`config.mk`:
```
export PLATFORM = sky130hd
export DESIGN_NAME = cv32e40p_x_mem_responder
export DESIGN_NICKNAME = d
export VERILOG_FILES = /design/src/rtl/cv32e40p_x_mem_responder.sv
export SDC_FILE = /design/constraint.sdc
export NUM_CORES = 1
export LEC_CHECK = 0
export CAP_MARGIN = 20
export CORE_UTILIZATION = 39
export DETAILED_ROUTE_END_ITERATION = 8
export GPL_TIMING_DRIVEN = 0
export PLACE_DENSITY_LB_ADDON = 0.05
export SYNTH_ARGS = -nofsm -noshare
export SYNTH_HDL_FRONTEND = slang
export SYNTH_SLANG_ARGS = --single-unit
```
`constraint.sdc`:
```
create_clock -name clk_i -period 3.7 [get_ports clk_i]
set_input_delay 0.74 -clock clk_i [delete_from_list [all_inputs] [get_ports clk_i]]
set_output_delay 0.74 -clock clk_i [all_outputs]
set_load 0.05 [all_outputs]
```
`src/rtl/cv32e40p_x_mem_responder.sv`:
```
// rtl/cv32e40p_x_mem_responder.sv - XIF memory request responder driving an OBI data bus
//
// Accepts one coprocessor load/store at a time, rejects misaligned or reserved-size
// requests in the handshake cycle, issues a single OBI transaction and returns a
// one-cycle result pulse carrying the zero-extended load data or the bus error.
//
// Ports:
//   clk_i, rst_i            clock, asynchronous active-high reset
//   x_mem_*                 coprocessor request handshake and exception response
//   x_mem_result_*          one-cycle completion pulse with id, rdata, err
//   data_*                  OBI initiator (req/gnt, addr/we/be/wdata, rvalid/rdata/err)
//
// Optional feature: define X_MEM_IO_PROTECT_EN to reject speculative accesses that
// fall in [IO_BASE, IO_BASE+IO_SIZE) with exccode 5 (load) / 7 (store).

module cv32e40p_x_mem_responder #(
    parameter int          ID_WIDTH  = 4,
    parameter logic [31:0] DATA_BASE = 32'h0000_0000,
    parameter logic [31:0] IO_BASE   = 32'h1A10_0000,
    parameter logic [31:0] IO_SIZE   = 32'h0010_0000
) (
    input  logic                clk_i,
    input  logic                rst_i,
    input  logic                x_mem_valid_i,
    output logic                x_mem_ready_o,
    input  logic [ID_WIDTH-1:0] x_mem_req_id_i,
    input  logic [31:0]         x_mem_req_addr_i,
    input  logic                x_mem_req_we_i,
    input  logic [1:0]          x_mem_req_size_i,
    input  logic [31:0]         x_mem_req_wdata_i,
    input  logic                x_mem_req_spec_i,
    output logic                x_mem_resp_exc_o,
    output logic [5:0]          x_mem_resp_exccode_o,
    output logic                x_mem_result_valid_o,
    output logic [ID_WIDTH-1:0] x_mem_result_id_o,
    output logic [31:0]         x_mem_result_rdata_o,
    output logic                x_mem_result_err_o,
    output logic                data_req_o,
    input  logic                data_gnt_i,
    output logic [31:0]         data_addr_o,
    output logic                data_we_o,
    output logic [3:0]          data_be_o,
    output logic [31:0]         data_wdata_o,
    input  logic                data_rvalid_i,
    input  logic [31:0]         data_rdata_i,
    input  logic                data_err_i
);

    typedef enum logic [1:0] {
        ST_IDLE   = 2'd0,
        ST_REQ    = 2'd1,
        ST_WAIT   = 2'd2,
        ST_RESULT = 2'd3
    } state_e;

    state_e state_q, state_d;

    logic [ID_WIDTH-1:0] id_q, id_d;
    logic [31:0]         addr_q, addr_d;
    logic                we_q, we_d;
    logic [1:0]          size_q, size_d;
    logic [3:0]          be_q, be_d;
    logic [31:0]         wdata_q, wdata_d;
    logic [31:0]         rdata_q, rdata_d;
    logic                err_q, err_d;

    logic                misaligned;
    logic                io_fault;
    logic                req_fault;
    logic [5:0]          fault_code;
    logic                handshake;
    logic [3:0]          req_be;
    logic [31:0]         req_wdata;
    logic [31:0]         rdata_shifted;
    logic [31:0]         rdata_aligned;

`ifdef X_MEM_IO_PROTECT_EN
    logic [31:0] io_offset;
    logic        unused_data_base;
    assign unused_data_base = ^DATA_BASE;
    // Subtract-then-compare keeps the range check correct even if the region wraps.
    assign io_offset = x_mem_req_addr_i - IO_BASE;
    assign io_fault  = x_mem_req_spec_i && (io_offset < IO_SIZE);
`else
    logic unused_io_cfg;
    assign unused_io_cfg = ^{DATA_BASE, IO_BASE, IO_SIZE, x_mem_req_spec_i};
    assign io_fault      = 1'b0;
`endif

    // Request classification and lane steering for the incoming request.
    always_comb begin
        misaligned = 1'b0;
        req_be     = 4'b1111;
        req_wdata  = x_mem_req_wdata_i;
        case (x_mem_req_size_i)
            2'd0: begin
                req_be    = 4'b0001 << x_mem_req_addr_i[1:0];
                req_wdata = {4{x_mem_req_wdata_i[7:0]}};
            end
            2'd1: begin
                misaligned = x_mem_req_addr_i[0];
                req_be     = 4'b0011 << x_mem_req_addr_i[1:0];
                req_wdata  = {2{x_mem_req_wdata_i[15:0]}};
            end
            2'd2: misaligned = |x_mem_req_addr_i[1:0];
            default: misaligned = 1'b1;
        endcase

        // Alignment faults outrank the I/O region fault.
        req_fault  = misaligned || io_fault;
        fault_code = 6'd0;
        if (misaligned) begin
            fault_code = x_mem_req_we_i ? 6'd6 : 6'd4;
        end else if (io_fault) begin
            fault_code = x_mem_req_we_i ? 6'd7 : 6'd5;
        end
    end

    // Bring the addressed lane(s) down to bit 0 and zero-extend to the access size.
    always_comb begin
        rdata_shifted = data_rdata_i >> {addr_q[1:0], 3'b000};
        case (size_q)
            2'd0:    rdata_aligned = {24'd0, rdata_shifted[7:0]};
            2'd1:    rdata_aligned = {16'd0, rdata_shifted[15:0]};
            default: rdata_aligned = rdata_shifted;
        endcase
    end

    assign handshake = x_mem_valid_i && x_mem_ready_o;

    // State register and request/response holding registers.
    always_ff @(posedge clk_i or posedge rst_i) begin
        if (rst_i) begin
            state_q <= ST_IDLE;
            id_q    <= '0;
            addr_q  <= '0;
            we_q    <= 1'b0;
            size_q  <= 2'd0;
            be_q    <= 4'd0;
            wdata_q <= '0;
            rdata_q <= '0;
            err_q   <= 1'b0;
        end else begin
            state_q <= state_d;
            id_q    <= id_d;
            addr_q  <= addr_d;
            we_q    <= we_d;
            size_q  <= size_d;
            be_q    <= be_d;
            wdata_q <= wdata_d;
            rdata_q <= rdata_d;
            err_q   <= err_d;
        end
    end

    // Next-state and datapath capture.
    always_comb begin
        state_d = state_q;
        id_d    = id_q;
        addr_d  = addr_q;
        we_d    = we_q;
        size_d  = size_q;
        be_d    = be_q;
        wdata_d = wdata_q;
        rdata_d = rdata_q;
        err_d   = err_q;
        case (state_q)
            ST_IDLE: begin
                if (handshake && !req_fault) begin
                    state_d = ST_REQ;
                    id_d    = x_mem_req_id_i;
                    addr_d  = x_mem_req_addr_i;
                    we_d    = x_mem_req_we_i;
                    size_d  = x_mem_req_size_i;
                    be_d    = req_be;
                    wdata_d = req_wdata;
                end
            end
            ST_REQ: begin
                if (data_gnt_i) begin
                    state_d = ST_WAIT;
                end
            end
            ST_WAIT: begin
                if (data_rvalid_i) begin
                    state_d = ST_RESULT;
                    err_d   = data_err_i;
                    // Stores and errored loads report zero data.
                    rdata_d = (data_err_i || we_q) ? 32'd0 : rdata_aligned;
                end
            end
            default: state_d = ST_IDLE;
        endcase
    end

    // Outputs. Ready is masked while reset is held so every output reads 0 in reset.
    always_comb begin
        x_mem_ready_o        = (state_q == ST_IDLE) && !rst_i;
        x_mem_resp_exc_o     = handshake && req_fault;
        x_mem_resp_exccode_o = x_mem_resp_exc_o ? fault_code : 6'd0;
        x_mem_result_valid_o = (state_q == ST_RESULT);
        x_mem_result_id_o    = id_q;
        x_mem_result_rdata_o = rdata_q;
        x_mem_result_err_o   = err_q;
        data_req_o           = (state_q == ST_REQ);
        data_addr_o          = {addr_q[31:2], 2'b00};
        data_we_o            = we_q;
        data_be_o            = be_q;
        data_wdata_o         = wdata_q;
    end

endmodule

```
==> flow_summary.ini, run 1 <==
[detailed_routing]
drc = 0
postRouteAntennaNets = 0
wl_per_cell_um = 16.3
drtPass1Iterations = 4
vias = 4259
viasPerCell = 4.83
wirelength_um = 14400
dr.first_iter.drc_count = 206

[yosys]
synth.most_common_cell = dfrtp_1
synthTopCellsByArea = dfrtp_1 (52%), mux2_2 (12%), mux2i_1 (7.8%), buf_4 (5.6%), o21ai_0 (5.5%)
netlist_area_mm2 = 0.00527
synth_largest_area_cell = dfrtp_1
synth_flop_cell = dfrtp_1
synth_commonest_cells = dfrtp_1 (110), nand2_1 (60), o21ai_0 (58), mux2_2 (56), mux2i_1 (41)
ys_types = 37
seq_area_frac_synth_pct = 52.2
syn_area_per_cell_um2 = 11.3
synthCells = 468
synthArstFlopShare_pct = 100
synth_top_area_share_pct = 52.2
synth_seq_cells = 110
synth_edf_count = 0
yosys_warnings = 0

[worst_hold_path]
whs_path_depth = 2
hold_path_startpoint = data_wdata_o[18]$_DFFE_PP0P_
hold_class = flop to flop
hold_path_end = data_wdata_o[18]$_DFFE_PP0P_

[cells_and_area]
layout-drive-gt1-share_pct = 18.7
fin_util_pct = 61.2
diodes = 0
syn2layout_area_growth_pct = 53.3
nets = 815

[global_route]
grt_usage_pct = 21.6
grt_first_pass_wirelength_um = 23400
gr-total-overflow = 0
top_usage_layer = met2
met3_usage_pct = 5.69
grt_max_degree = 63
antenna_found_initial = 0
grtUsageMet1_pct = 25.8
first_global_vias = 4538
gr-usage-met2_pct = 36.6

[die]
die_h_um = 118
ios = 226
die_x_um = 118
dieArea_mm2 = 0.0140
initial_utilization_pct = 40.0
std_cell_rows = 42
core_region_area_mm2 = 0.0132

[power_and_ir_drop]
pwr-share-clk_pct = 16.1
seqPwrFrac_pct = 26.7
p_sw_uw = 3360
p_leak_uw = 0.00360
ir_drop_mv = 0.470
cellPowerDensity_mw_per_mm2 = 918
internal_power_uw = 4060
comb_power_share_pct = 57.3
swShare_pct = 45.3

[critical_path]
reg2reg_to = data_wdata_o[0]$_DFFE_PP0P_
worstSetupPathType = primary input to primary output
reg2regPathDepth = 7
r2r_start = state_q[0]$_DFFE_PP0P_
critPathCaptureType = primary output
cp.arrival_ps = 2810
crit_fanout = 7
reg2reg_slack_ps = 1580
start_kind = primary input
required_ps = 2960

[clock_tree]
numCtsBuffers = 9
cts.reportedPaths.clkPinSlew_ps = 70
cts_tree = yes
cts.path.max_buffers = 2
cts_hold_buffers = 0
cts.sinks = 110
insertion_delay_ps = 360
cts_setup_buffers = 0
htree_levels = 3
root_buffer = clkbuf_16
cts_resized = 0

[timing]
hold_viol_final = 0
timing.final.crit_share_pct = 95.9
rsz0062_at_grt = no
finalSetupViolCount = 0
drv_slew = 0
tightest_slew_ps = 715
relSlewSlack_pct = 52.3
fmax_mhz = 282
fin_skew_ps = 11.6
fin_worst_hold_slack_ps = 479
finalCriticalPeriod_ps = 3550
tns_ps = 0

[placement]
portBuffers = 216
place_congestion = 0.816
hpwl_um = 10800

[flow_run]
max_cap_viol_count = 0

[status]
status = complete, no violations
## power by group through the flow
stage	registers [uW]	clock network [uW]	logic [uW]
global placement	1970	0	4210
global route	2050	1270	4450
floorplan	3090	0	1770
finish	1980	1190	4250
CTS	1980	1220	4280
detailed placement	2000	0	4260
## cells by family (layout without fill, tap and decap cells)
kind of cell,count (synthesis),count (layout),share of synthesized area [%]
buf+inv,72,305,8.24
compound gates,95,95,11.0
xor+xnor,1,1,0.166
fa+ha+maj,4,4,0.950
other cells,1,6,0.0712
mux,98,98,20.0
simple gates,87,87,7.41
flops,110,110,52.2
## flip-flops by register name, indices dropped and copies added, names as in the netlist
register and cells:
addr_q 32, data_wdata_o 32, x_mem_result_rdata_o 32, data_be_o 4
x_mem_result_id_o 4, size_q 2, state_q 2, data_we_o 1
x_mem_result_err_o 1
## layer usage
metal / vias to the layer above / share of wire (%)
met5: - / 0
met4: 0 / 2.0
met3: 19 / 7.4
met2: 143 / 49
met1: 2054 / 42
li1: 2043 / -
## how the worst max path moves through the flow
stage	start	to	slack (ps)	cells past startpoint
final	rst_i	x_mem_resp_exc_o	150	4
after global routing	rst_i	x_mem_resp_exc_o	80	4
after CTS	rst_i	x_mem_resp_exccode_o[1]	50	5
after detailed placement	rst_i	x_mem_resp_exccode_o[1]	60	5
after global placement	rst_i	x_mem_result_rdata_o[28]$_DFFE_PP0P_	-1810	2
after floorplan	rst_i	addr_q[0]$_DFFE_PP0P_	60	1
## area by class of cell
class                      instances  area (um^2)
buffer                            66          412
fill                            1153         5110
tap                              176          220
timing repair buffer             217         2190
multi-input combinational        291         2100
sequential                       110         2750
inverter                           6         27.5
clock buffer                       9          225
clock inverter                     7          144
## worst max-delay path, cell delays in order
cell,delay [ps]
clkdlybuf4s50_1,520
nand3b_1,330
a21oi_1,340
clkdlybuf4s50_1,870
## stage by stage
step	setup slack (ps)	cell area, um^2	power, uW	std cells
floorplan	57.7	5290	4860	473
global placement	-1810	7670	6190	865
detailed placement	57.4	7700	6270	866
CTS	49.9	8070	7480	882
global route	79.9	8080	7770	882
finish	151	8080	7410	882
## placed cells by master, fill, tap and decap left out, types with 2 or more instances in the layout
cell type,instances
a21oi_1,11
a22o_1,16
a32o_1,2
buf_1,4
buf_2,14
buf_4,39
bufinv_16,4
clkbuf_1,9
clkbuf_16,9
clkdlybuf4s50_1,214
clkinvlp_4,2
conb_1,6
dfrtp_1,110
dlymetal6s2s_1,2
ha_1,4
inv_1,5
inv_6,2
mux2_2,56
mux2i_1,41
nand2_1,60
nand3_1,2
nor2_1,13
nor2b_1,3
o21ai_0,58
Power figures use the tool's default switching activity.
==> inputs of run 2 (changes only) <==
--- a/config.mk
+++ b/config.mk
@@ -6,10 +6,11 @@
 export NUM_CORES = 1
 export LEC_CHECK = 0
 export CAP_MARGIN = 20
-export CORE_UTILIZATION = 39
+export CORE_UTILIZATION = 43
 export DETAILED_ROUTE_END_ITERATION = 8
 export GPL_TIMING_DRIVEN = 0
 export PLACE_DENSITY_LB_ADDON = 0.05
 export SYNTH_ARGS = -nofsm -noshare
 export SYNTH_HDL_FRONTEND = slang
 export SYNTH_SLANG_ARGS = --single-unit
+export TNS_END_PERCENT = 10
==> constraint.sdc (replaced) <==
create_clock -name clk_i -period 4.06 [get_ports clk_i]
set_input_delay 0.812 -clock clk_i [delete_from_list [all_inputs] [get_ports clk_i]]
set_output_delay 0.812 -clock clk_i [all_outputs]
set_load 0.05 [all_outputs]
==> flow_summary.ini, run 2 (synthesis results as in run 1) <==
[detailed_routing]
dr_wl_met3_um = 1200
wl_per_cell_um = 16.7
postRouteAntennaNets = 0
wirelength_um = 14200
viasPerCell = 5.02
dr.first_iter.drc_count = 170
drtPass1Iterations = 4
vias = 4286
top_layer = met4
wl_met2_um = 6950
wirelength_met1_um = 5750
drc = 0

[power_and_ir_drop]
p_leak_uw = 0.00352
cellPowerDensity_mw_per_mm2 = 819
ir_drop_mv = 0.474
total_power_uw = 6500

[critical_path]
critPathCaptureType = primary output
cp.arrival_ps = 2980
worstSetupPathType = primary input to primary output
required_ps = 3250
reg2regPathDepth = 7
start_kind = primary input
crit_fanout = 7

[cells_and_area]
layout-drive-gt1-share_pct = 18.4
final_cells = 853
layout_common_cells = clkdlybuf4s50_1 (216), dfrtp_1 (110), nand2_1 (60), o21ai_0 (58), mux2_2 (56)
nets = 815
syn2layout_area_growth_pct = 50.5
regArea_mm2 = 0.00275
final_common_cell = clkdlybuf4s50_1
diodes = 0
multi_input_area_mm2 = 0.00210
fill_cells = 971
fin_util_pct = 66.3

[placement]
place_congestion = 0.802
portBuffers = 216
placedCellCount = 837
hpwl_um = 10600

[clock_tree]
cts.sinks = 110
cts_setup_buffers = 0
insertion_delay_ps = 350
htree_levels = 3
cts_hold_buffers = 0
cts.path.max_buffers = 2
root_buffer = clkbuf_16
cts_resized = 0
cts_tree = yes
numCtsBuffers = 9
cts.reportedPaths.clkPinSlew_ps = 70

[die]
die_x_um = 113
dieArea_mm2 = 0.0127
initial_utilization_pct = 44.1
core_region_area_mm2 = 0.0120
std_cell_rows = 40
ios = 226
die_h_um = 113

[worst_hold_path]
whs_path_depth = 2
hold_class = flop to flop

[timing]
fmax_mhz = 264
tns_ps = 0
tightest_slew_ps = 750
finalCriticalPeriod_ps = 3790
timing.final.crit_share_pct = 93.3
relSlewSlack_pct = 50.0
hold_viol_final = 0
drv_slew = 0
finalSetupViolCount = 0
fin_skew_ps = 5.47
fin_worst_hold_slack_ps = 481
rsz0062_at_grt = no

[global_route]
grt_first_pass_wirelength_um = 22700
grt_usage_pct = 23.3
grt_max_degree = 59
antenna_found_initial = 0
gr-total-overflow = 0
first_global_vias = 4383

[flow_run]
max_cap_viol_count = 0

[status]
status = complete, no violations
==> run 2: final cells by class <==
class                           count  area share, %
Sequential cell                   110           34.7
Inverter                            6          0.315
Multi-Input combinational cell    291           26.5
Clock buffer                       11           2.93
Buffer                             66           5.19
Clock inverter                      5          0.457
Timing Repair Buffer              217           27.6
Tap cell                          147           2.32
==> run 2: power breakdown <==
part	switching, uW	internal, uW
Combinational	2400	1470
Sequential	245	1560
Clock	401	418
Total	3050	3450
==> run 2: per-stage QoR <==
step	instance area [um^2]	setup slack, ps
floorplan	5290	346
global placement	7630	-1400
detailed placement	7660	258
CTS	7930	248
global route	7930	174
finish	7930	273
==> run 2: metal layers <==
layer | global-route usage [%] | vias up
met4 | 9.69 | 0
met2 | 39.4 | 168
met3 | 6.86 | 19
met1 | 27.9 | 2047
li1 | - | 2052
met5 | 0 | -
==> run 2: worst max-delay path: stages <==
cell	delay, ps
clkdlybuf4s50_1	490
nand3b_1	320
a21oi_1	350
and2_1	170
clkdlybuf4s50_1	830
==> run 2: final timing paths <==
path	from	to	slack, ps
max	rst_i	x_mem_resp_exccode_o[1]	270
min reg2reg	data_wdata_o[23]$_DFFE_PP0P_	data_wdata_o[23]$_DFFE_PP0P_	480
max in group asynchronous	rst_i	addr_q[22]$_DFFE_PP0P_	2320
min	data_wdata_o[23]$_DFFE_PP0P_	data_wdata_o[23]$_DFFE_PP0P_	480
max reg2reg	state_q[0]$_DFFE_PP0P_	data_wdata_o[0]$_DFFE_PP0P_	1860
min in group asynchronous	rst_i	data_wdata_o[24]$_DFFE_PP0P_	1030
